--- src/rtl/avalon_writeburst_pkg.sv ---
// Shared types and constants for the Avalon write-burst master.
// State encodings, data width and boolean helpers.
package avalon_writeburst_pkg;

  localparam logic TRUE  = 1'b1;
  localparam logic FALSE = 1'b0;

  localparam int WB_DATA_W = 56;

  typedef enum logic [1:0] {
    WB_STATE_IDLE  = 2'd0,
    WB_STATE_WRITE = 2'd1,
    WB_STATE_GAP   = 2'd2
  } wb_state_e;

endpackage

--- src/rtl/avalon_writeburst_align.sv ---
// Byte-offset shifter: places request data at its start byte
// within a two-dword window and splits it into beat data.
import avalon_writeburst_pkg::*;

module avalon_writeburst_align (
  input  logic [WB_DATA_W-1:0] data_i,
  input  logic [1:0]           off_i,
  output logic [31:0]          beat0_o,
  output logic [31:0]          beat1_o
);

  logic [63:0] shifted;

  always_comb begin
    shifted = {8'd0, data_i} << {off_i, 3'b000};
    beat0_o = shifted[31:0];
    beat1_o = shifted[63:32];
  end

endmodule

--- src/rtl/avalon_writeburst.sv ---
// Avalon-MM write-burst master: one request -> 1 or 2 beat burst.
// Optional counters with `define WRITEBURST_STATS_EN.
import avalon_writeburst_pkg::*;

module avalon_writeburst #(
  parameter int BURST_W   = 3,
  parameter int ALIGN_REG = 0
) (
  input  logic                 clk,
  input  logic                 rst,
  input  logic                 writeburst_do_i,
  output logic                 writeburst_done_o,
  input  logic [31:0]          writeburst_address_i,
  input  logic [1:0]           writeburst_dword_length_i,
  input  logic [3:0]           writeburst_byteenable_0_i,
  input  logic [3:0]           writeburst_byteenable_1_i,
  input  logic [WB_DATA_W-1:0] writeburst_data_i,
  output logic [29:0]          avm_address_o,
  output logic                 avm_write_o,
  output logic [31:0]          avm_writedata_o,
  output logic [3:0]           avm_byteenable_o,
  output logic [BURST_W-1:0]   avm_burstcount_o,
  input  logic                 avm_waitrequest_i
`ifdef WRITEBURST_STATS_EN
  ,
  output logic [31:0]          stat_burst_count_o,
  output logic [31:0]          stat_wait_cycles_o
`endif
);

  wb_state_e            state_q;
  logic                 write_q;
  logic                 done_q;
  logic [29:0]          addr_q;
  logic [31:0]          wdata_q;
  logic [3:0]           be_q;
  logic [BURST_W-1:0]   bc_q;
  logic                 len2_q;
  logic                 beat_q;
  logic                 prime_q;
  logic [31:0]          beat1_q;
  logic [3:0]           be0_q;
  logic [3:0]           be1_q;
  logic [WB_DATA_W-1:0] raw_q;
  logic [1:0]           off_q;

  logic [WB_DATA_W-1:0] al_data;
  logic [1:0]           al_off;
  logic [31:0]          al_beat0;
  logic [31:0]          al_beat1;
  logic                 accept;
  logic                 req_len2;

  // Registered alignment shifts from latched fields one cycle later
  assign al_data  = (ALIGN_REG != 0) ? raw_q : writeburst_data_i;
  assign al_off   = (ALIGN_REG != 0) ? off_q
                                     : writeburst_address_i[1:0];
  assign accept   = write_q && !avm_waitrequest_i;
  assign req_len2 = writeburst_dword_length_i[1];

  avalon_writeburst_align u_align (
    .data_i  (al_data),
    .off_i   (al_off),
    .beat0_o (al_beat0),
    .beat1_o (al_beat1)
  );

  always_ff @(posedge clk or posedge rst) begin
    if (rst) begin
      state_q <= WB_STATE_IDLE;
      write_q <= FALSE;
      done_q  <= FALSE;
      addr_q  <= '0;
      wdata_q <= '0;
      be_q    <= '0;
      bc_q    <= '0;
      len2_q  <= FALSE;
      beat_q  <= FALSE;
      prime_q <= FALSE;
      beat1_q <= '0;
      be0_q   <= '0;
      be1_q   <= '0;
      raw_q   <= '0;
      off_q   <= '0;
    end else begin
      done_q <= FALSE;
      unique case (state_q)
        WB_STATE_IDLE: begin
          if (writeburst_do_i) begin
            assert (writeburst_dword_length_i != 2'd3)
              else $warning("dword_length 3 out of contract, issuing 2 beats");
            addr_q  <= writeburst_address_i[31:2];
            bc_q    <= req_len2 ? BURST_W'(2) : BURST_W'(1);
            len2_q  <= req_len2;
            beat_q  <= FALSE;
            be0_q   <= writeburst_byteenable_0_i;
            be1_q   <= writeburst_byteenable_1_i;
            raw_q   <= writeburst_data_i;
            off_q   <= writeburst_address_i[1:0];
            state_q <= WB_STATE_WRITE;
            if (ALIGN_REG != 0) begin
              prime_q <= TRUE;
            end else begin
              wdata_q <= al_beat0;
              beat1_q <= al_beat1;
              be_q    <= writeburst_byteenable_0_i;
              write_q <= TRUE;
            end
          end
        end
        WB_STATE_WRITE: begin
          if (prime_q) begin
            prime_q <= FALSE;
            wdata_q <= al_beat0;
            beat1_q <= al_beat1;
            be_q    <= be0_q;
            write_q <= TRUE;
          end else if (accept) begin
            if (len2_q && !beat_q) begin
              beat_q  <= TRUE;
              wdata_q <= beat1_q;
              be_q    <= be1_q;
            end else begin
              write_q <= FALSE;
              done_q  <= TRUE;
              state_q <= WB_STATE_GAP;
            end
          end
        end
        WB_STATE_GAP: begin
          // Upstream still shows do here; ignore it
          state_q <= WB_STATE_IDLE;
        end
        default: state_q <= WB_STATE_IDLE;
      endcase
    end
  end

  assign writeburst_done_o = done_q;
  assign avm_address_o     = addr_q;
  assign avm_write_o       = write_q;
  assign avm_writedata_o   = wdata_q;
  assign avm_byteenable_o  = be_q;
  assign avm_burstcount_o  = bc_q;

`ifdef WRITEBURST_STATS_EN
  logic [31:0] bursts_q;
  logic [31:0] waits_q;

  always_ff @(posedge clk or posedge rst) begin
    if (rst) begin
      bursts_q <= '0;
      waits_q  <= '0;
    end else begin
      if (done_q) bursts_q <= bursts_q + 32'd1;
      if (write_q && avm_waitrequest_i)
        waits_q <= waits_q + 32'd1;
    end
  end

  assign stat_burst_count_o = bursts_q;
  assign stat_wait_cycles_o = waits_q;
`endif

endmodule

--- config.mk ---
export PLATFORM = sky130hd
export DESIGN_NAME = avalon_writeburst
export DESIGN_NICKNAME = d
export VERILOG_FILES = /design/src/rtl/avalon_writeburst_pkg.sv /design/src/rtl/avalon_writeburst_align.sv /design/src/rtl/avalon_writeburst.sv
export SDC_FILE = /design/constraint.sdc
export NUM_CORES = 1
export LEC_CHECK = 0
export BUFFER_PORTS_ARGS = -buffer_cell sky130_fd_sc_hd__buf_2
export CORE_MARGIN = 2
export CORE_UTILIZATION = 29
export CTS_CLUSTER_DIAMETER = 100
export DETAILED_ROUTE_END_ITERATION = 8
export SYNTH_ARGS = -nofsm -noshare
export SYNTH_HDL_FRONTEND = slang
export SYNTH_SLANG_ARGS = --single-unit
--- constraint.sdc ---
create_clock -name clk -period 4.7 [get_ports clk]
set_input_delay 0.705 -clock clk [delete_from_list [all_inputs] [get_ports clk]]
set_output_delay 0.705 -clock clk [all_outputs]
set_load 0.1 [all_outputs]
==> results of run 1 <==
## metrics by stage
stage / std cells / instance area (um2) / setup WS (ns) / util (%) / hold slack (ns)
2_1_floorplan: 549 / 5423 / 1.121 / - / 0.4401
3_3_place_gp: 923 / 6407 / 1.945 / 34.60 / 0.4536
3_5_place_dp: 923 / 6407 / 1.931 / 34.60 / 0.4562
4_1_cts: 939 / 6675 / 1.987 / 36.05 / 0.3706
5_1_grt: 940 / 6678 / 1.830 / 36.06 / 0.3882
6_report: 942 / 6683 / 2.049 / 36.09 / 0.3583
## metal layers
| metal | GRT usage [%] | vias up |
|---|---|---|
| met5 | 0 | - |
| met4 | 4.684 | 2 |
| met1 | 21.82 | 2098 |
| li1 | - | 2181 |
| met2 | 25.01 | 153 |
| met3 | 4.552 | 15 |
## worst max-delay path: stages (launching register included)
cell	delay, ns
dfrtp_1	0.86
nand3_1	0.26
a21oi_4	0.60
buf_4	0.42
mux2_2	0.38
## registers in the layout (all words and copies together) (netlist names)
signal,flops
avm_address_o,30
avm_burstcount_o,1
avm_byteenable_o,4
avm_write_o,1
avm_writedata_o,32
be1_q,4
beat1_q,32
beat_q,1
len2_q,1
state_q,2
writeburst_done_o,1
## worst max-delay path by stage
stage	to	slack (ns)	depth (start not counted)
3_5_place_dp	avm_writedata_o[26]$_DFFE_PP0P_	1.93	5
3_3_place_gp	avm_writedata_o[26]$_DFFE_PP0P_	1.95	5
2_1_floorplan	avm_address_o[0]$_DFFE_PP0P_	1.12	1
6_report	avm_writedata_o[0]$_DFFE_PP0P_	2.05	4
5_1_grt	avm_writedata_o[0]$_DFFE_PP0P_	1.83	4
4_1_cts	avm_writedata_o[0]$_DFFE_PP0P_	1.99	4
## cells by family (layout without fill, tap and decap cells)
kind of cell	Yosys count	count (layout)	synth area share [%]
DFF	109	109	50.30
other	1	4	0.06915
buffers and inverters	40	196	4.361
muxes	91	91	18.16
and+or+nand+nor	217	217	16.17
AOI/OAI and AO/OA	91	91	10.94
## cells in the mapped netlist
library cell / number / area [um2]
a22o_1: 8 / 70.07
nor3b_1: 1 / 7.510
dfrtp_1: 109 / 2728
o221ai_1: 8 / 70.07
a21oi_4: 1 / 16.27
nand2b_1: 7 / 43.79
a21oi_1: 12 / 60.06
nand2b_2: 1 / 8.760
buf_2: 15 / 75.07
conb_1: 1 / 3.750
nor2_1: 36 / 135.1
nor2b_4: 1 / 13.76
o21ai_0: 45 / 225.2
a31oi_1: 1 / 6.260
and2b_1: 1 / 7.510
buf_4: 4 / 30.03
nand3_1: 1 / 5.000
nor3_2: 1 / 10.01
buf_1: 3 / 11.26
inv_1: 1 / 3.750
clkbuf_1: 10 / 37.54
buf_6: 7 / 78.83
a221o_1: 4 / 40.04
a221oi_1: 12 / 105.1
nor2b_1: 2 / 12.51
mux2_2: 59 / 664.4
nand2_1: 160 / 600.6
mux2i_1: 32 / 320.3
and2_1: 2 / 12.51
nor3_1: 4 / 20.02
## final cells by class
class | count | area (um2) | share of cell area (%)
well taps | 234 | 292.8 | 4.381
clock buffers | 10 | 229.0 | 3.426
flip-flops and latches | 109 | 2728 | 40.82
clock inverters | 6 | 38.79 | 0.5804
diodes | 3 | 7.507 | 0.1123
multi-input cells | 400 | 2462 | 36.85
inverters | 1 | 6.256 | 0.09362
repair buffers | 179 | 918.4 | 13.74
==> summary.md, run 1 <==
| Metric | Value |
|---|---|
| Final Setup Violations | `0` |
| Max cap viols | `0` |
| Hold-fix buffers, CTS | `0` |
| #FFs+latches synth | `109` |
| Worst setup EP type | `flip-flop` |
| Port Buffers | `170` |
| Clock Tree Buf Depth | `2` |
| Antenna Nets Post-Route | `0` |
| Critical path class | `flip-flop to flip-flop` |
| Layout Nets | `802` |
| Netlist cell types | `30` |
| Status | `finished clean` |
| Final-report hold violation count | `0` |
| Start point of the critical path | `state_q[0]$_DFFE_PP0P_` |
| Via count | `4449` |
| Core Region | `18520 um2` |
| Mapped Nets | `651` |
| Uppermost routed layer | `met5` |
| R2R Path Start | `state_q[0]$_DFFE_PP0P_` |
| Seq/Total Area, Yosys | `50.30%` |
| Starting density of the core | `29.28%` |
| Warnings, synthesis | `0` |
| Mapped cell area | `5423 um2` |
| Worst path required time | `4.94 ns` |
| M1 WL | `7289 um` |
| Met2 WL | `6847 um` |
| Floorplan die height | `~140 um` |
| Worst slew margin | `46.95%` |
| Clock buffer count from CTS | `9` |
| Filler cells | `1920` |
| CTS tree | `built` |
| R2r endpoint | `avm_writedata_o[0]$_DFFE_PP0P_` |
| Unrepaired setup endpoints after global routing | `no` |
| Vias per cell | `4.723` |
| Most frequent cells in the layout | `170 x buf_2, 159 x nand2_1, 109 x dfrtp_1, 59 x mux2_2, 45 x o21ai_0` |
| Largest net degree at the start of global routing | `50` |
| Worst EP arrival | `between 2 and 3 ns` |
| CTS-repair resized insts | `0` |
| Clock sink count | `109` |
| Worst slew pin tran | `between 0.7 and 0.8 ns` |
| Area Overhead vs Synth | `23.23%` |
| I/O pin total | `between 150 and 200` |
| Min Tclk post-route | `2.651 ns` |
| Final WL | `approximately 16000 um` |
| Flop2flop setup slack | `2.05 ns` |
| Root buf cell | `clkbuf_16` |
| Setup_tns | `0 ns` |
| Setup bufs post-CTS | `0` |
| Post-Syn Area per Cell | `9.877 um2` |
| Final Skew | `0.007825 ns` |
| Die area | `between 15000 and 20000 um2` |
| Met3 wire len | `1191 um` |
| Hpwl dp | `11140 um` |
| Commonest non-fill, non-tap cell in the layout | `buf_2` |
| Setup crit start kind | `flip-flop` |
| RePlAce Congestion | `0.7785` |
| Drt drc | `0` |
| GRT overflow | `0` |
| Cells after synthesis | `549` |
| WL per Instance | `approximately 17 um` |
| Highest Clock Rate | `377.3 MHz` |
| Vias in the first global route | `4443` |
| Layout cells sized above 1 | `36.88%` |
| Fin crit share | `56.40%` |
| HP Class | `input pin to asynchronous set/reset pin` |
| Die width | `140.7 um` |
| Worst skew pair latency | `0.35 ns` |
| GR Util All Layers | `between 10% and 20%` |
| Clock-pin transition on the worst setup and hold timing paths | `roughly 0.080 ns` |
| First-pass GRT wire length | `about 25000 um` |
| CP Max Fanout | `19` |
| Initial antenna violation count | `2` |
| Slew Viols, Final | `0` |
| Std-Cell Rows | `50` |
| First-pass DRT Iterations | `4` |
| CTS H-tree lvls | `3` |
| Starting DRT DRC Count | `206` |
| Worst Reg-to-Reg Cells | `4` |
Power of run 1 is not shown: default switching activity piles up to over one toggle a cycle in this logic, so the estimate is an artifact.
==> run 2, diff against run 1 <==
Clock period 4.7 ns to 2.45 ns, I/O delays scaled along.
==> run 2 against run 1 <==
Against the previous run: worst hold slack worse by 0.19 ns; clock skew rose by 0.0014 ns; sequential cell count unchanged; register-to-register slack lost 1.4 ns; largest cell class unchanged; cell area grew 2.4%; sequential share of layout area down 0.97 points; non-clock buffer count is 6 higher; first-iteration DRC count down 7.8%; global-route usage fell by 0.46 points; wire length is 0.57% lower; setup slack lost 1.4 ns; core utilization rose by 0.88 points.
==> summary.md, run 2 (same netlist as run 1, synthesis figures left out) <==
| Metric | Value |
|---|---|
| Status | `finished clean (unchanged)` |
| GR Util All Layers | `15.57% (was 16.03%)` |
| CP Max Fanout | `35 (was 19)` |
| Root buf cell | `clkbuf_16 (unchanged)` |
| I/O pin total | `173 (unchanged)` |
| Setup crit start kind | `flip-flop (unchanged)` |
| Cells along the critical path | `nor2b_1 -> nand3_1 -> a21oi_4 -> buf_12 -> mux2_2 (was nand3_1 -> a21oi_4 -> buf_4 -> mux2_2)` |
| Antenna Nets Post-Route | `0 (unchanged)` |
| Crit-path max cell delay | `0.38 ns (was 0.86 ns)` |
| Port Buffers | `170 (unchanged)` |
| Fin util | `36.97% (was 36.09%)` |
| Worst path required time | `2.68 ns (was 4.94 ns)` |
| GRT overflow | `0 (unchanged)` |
| Highest Clock Rate | `556.2 MHz (was 377.3 MHz)` |
| CTS-repair resized insts | `0 (unchanged)` |
| Floorplan die height | `140.7 um (unchanged)` |
| Area Overhead vs Synth | `26.23% (was 23.23%)` |
| Vias per cell | `4.752 (was 4.723)` |
| Final Setup Violations | `0 (unchanged)` |
| Hold-fix buffers, CTS | `0 (unchanged)` |
| Clock Tree Buf Depth | `2 (unchanged)` |
| Worst slew pin tran | `0.7873 ns (was 0.7957 ns)` |
| Via count | `4495 (was 4449)` |
| Starting DRT DRC Count | `190 (was 206)` |
| Hpwl dp | `10800 um (was 11140 um)` |
| Vias in the first global route | `4335 (was 4443)` |
| Worst skew pair latency | `0.35 ns (about the same)` |
| Final WL | `15460 um (was 15540 um)` |
| RePlAce Congestion | `0.8167 (was 0.7785)` |
| Initial antenna violation count | `2 (unchanged)` |
| Min Tclk post-route | `1.798 ns (was 2.651 ns)` |
| Worst EP arrival | `2.03 ns (was 2.89 ns)` |
| Most frequent cells in the layout | `170 x buf_2, 159 x nand2_1, 109 x dfrtp_1, 59 x mux2_2, 45 x o21ai_0 (unchanged)` |
| Slew Viols, Final | `0 (unchanged)` |
| Commonest non-fill, non-tap cell in the layout | `buf_2 (unchanged)` |
| HP Class | `input pin to asynchronous set/reset pin (unchanged)` |
| Worst setup EP type | `flip-flop (unchanged)` |
| CTS tree | `built (unchanged)` |
| Core Region | `18520 um2 (unchanged)` |
| Layout Nets | `808 (was 802)` |
| Layout cells sized above 1 | `37.46% (was 36.88%)` |
| Critical path class | `flip-flop to flip-flop (unchanged)` |
| Drt drc | `0 (unchanged)` |
| Max stage delay cell, worst path | `dfrtp_1 (unchanged)` |
| Final Skew | `0.009194 ns (was 0.007825 ns)` |
| Clock buffer count from CTS | `9 (unchanged)` |
| Unrepaired setup endpoints after global routing | `no (unchanged)` |
| Final-report hold violation count | `0 (unchanged)` |
| Largest net degree at the start of global routing | `110 (was 50)` |
| Clock sink count | `109 (unchanged)` |
| Starting density of the core | `29.28% (unchanged)` |
| Fin crit share | `73.38% (was 56.40%)` |
| CTS H-tree lvls | `3 (unchanged)` |
| WL per Instance | `16.34 um (was 16.50 um)` |
| Worst slew margin | `47.41% (was 46.95%)` |
| Die width | `140.7 um (unchanged)` |
| Setup_tns | `0 ns (unchanged)` |
| Die area | `19810 um2 (unchanged)` |
| Clock-pin transition on the worst setup and hold timing paths | `0.08 ns (about the same)` |
| First-pass DRT Iterations | `4 (unchanged)` |
| Setup bufs post-CTS | `0 (unchanged)` |
| First-pass GRT wire length | `23730 um (was 24700 um)` |
| Max cap viols | `0 (unchanged)` |
| Std-Cell Rows | `50 (unchanged)` |
run 2: cell types whose count changed in the layout (fill, tap and decap cells not counted), moves of 2 or more:
cell,before,now
buf_12,0,5
bufinv_16,0,2
clkinv_4,0,2
clkinv_2,4,0
run 2: metal layers:
| metal | vias to the layer above | routed length (um) | track usage [%] |
|---|---|---|---|
| met3 | 9 | 1310 | 5.808 |
| met1 | 2136 | 6833 | 20.03 |
| met2 | 163 | 7191 | 25.52 |
| met5 | - | 13 | 0 |
| met4 | 2 | 107 | 2.684 |
| li1 | 2185 | - | - |
run 2: metrics by stage:
stage          setup WS, ns  area, um2  hold slack (ns)  std cells
2_1_floorplan        0.1798       5426           0.4401        549
3_3_place_gp         0.5713       6516           0.4542        929
3_5_place_dp         0.5512       6516           0.4578        929
4_1_cts              0.6230       6840           0.1818        944
5_1_grt              0.5375       6843           0.1838        945
6_report             0.6521       6845           0.1651        946
run 2: cell type report:
class                      count  area (um2)
antenna                        2       5.005
clock buffer                  10       239.0
tap                          234       292.8
inverter                       1       7.507
sequential                   109        2728
fill                        1912       11670
clock inverter                 5       85.08
multi-input combinational    400        2462
timing repair buffer         185        1026
run 2: critical path: cells and delay by family (launching register included):
family,cells,cell delay [ns]
AOI/OAI and AO/OA,1,0.23
buffers and inverters,1,0.26
DFF,1,0.38
muxes,1,0.37
and+or+nand+nor,2,0.42
run 2: final timing paths:
kind                       slack (ns)  cells after the start                          start                              end
min in group clk                 0.20                      3       writeburst_address_i[29]    avm_address_o[27]$_DFFE_PP0P_
max                              0.65                      5        avm_write_o$_DFFE_PP0P_   avm_writedata_o[4]$_DFFE_PP0P_
min reg2reg                      0.47                      2  avm_address_o[12]$_DFFE_PP0P_    avm_address_o[12]$_DFFE_PP0P_
max in group asynchronous        1.81                      3                            rst  avm_writedata_o[28]$_DFFE_PP0P_
min                              0.17                      3                            rst   avm_writedata_o[3]$_DFFE_PP0P_
max reg2reg                      0.65                      5        avm_write_o$_DFFE_PP0P_   avm_writedata_o[4]$_DFFE_PP0P_
Power of run 2 is left out for the same reason.
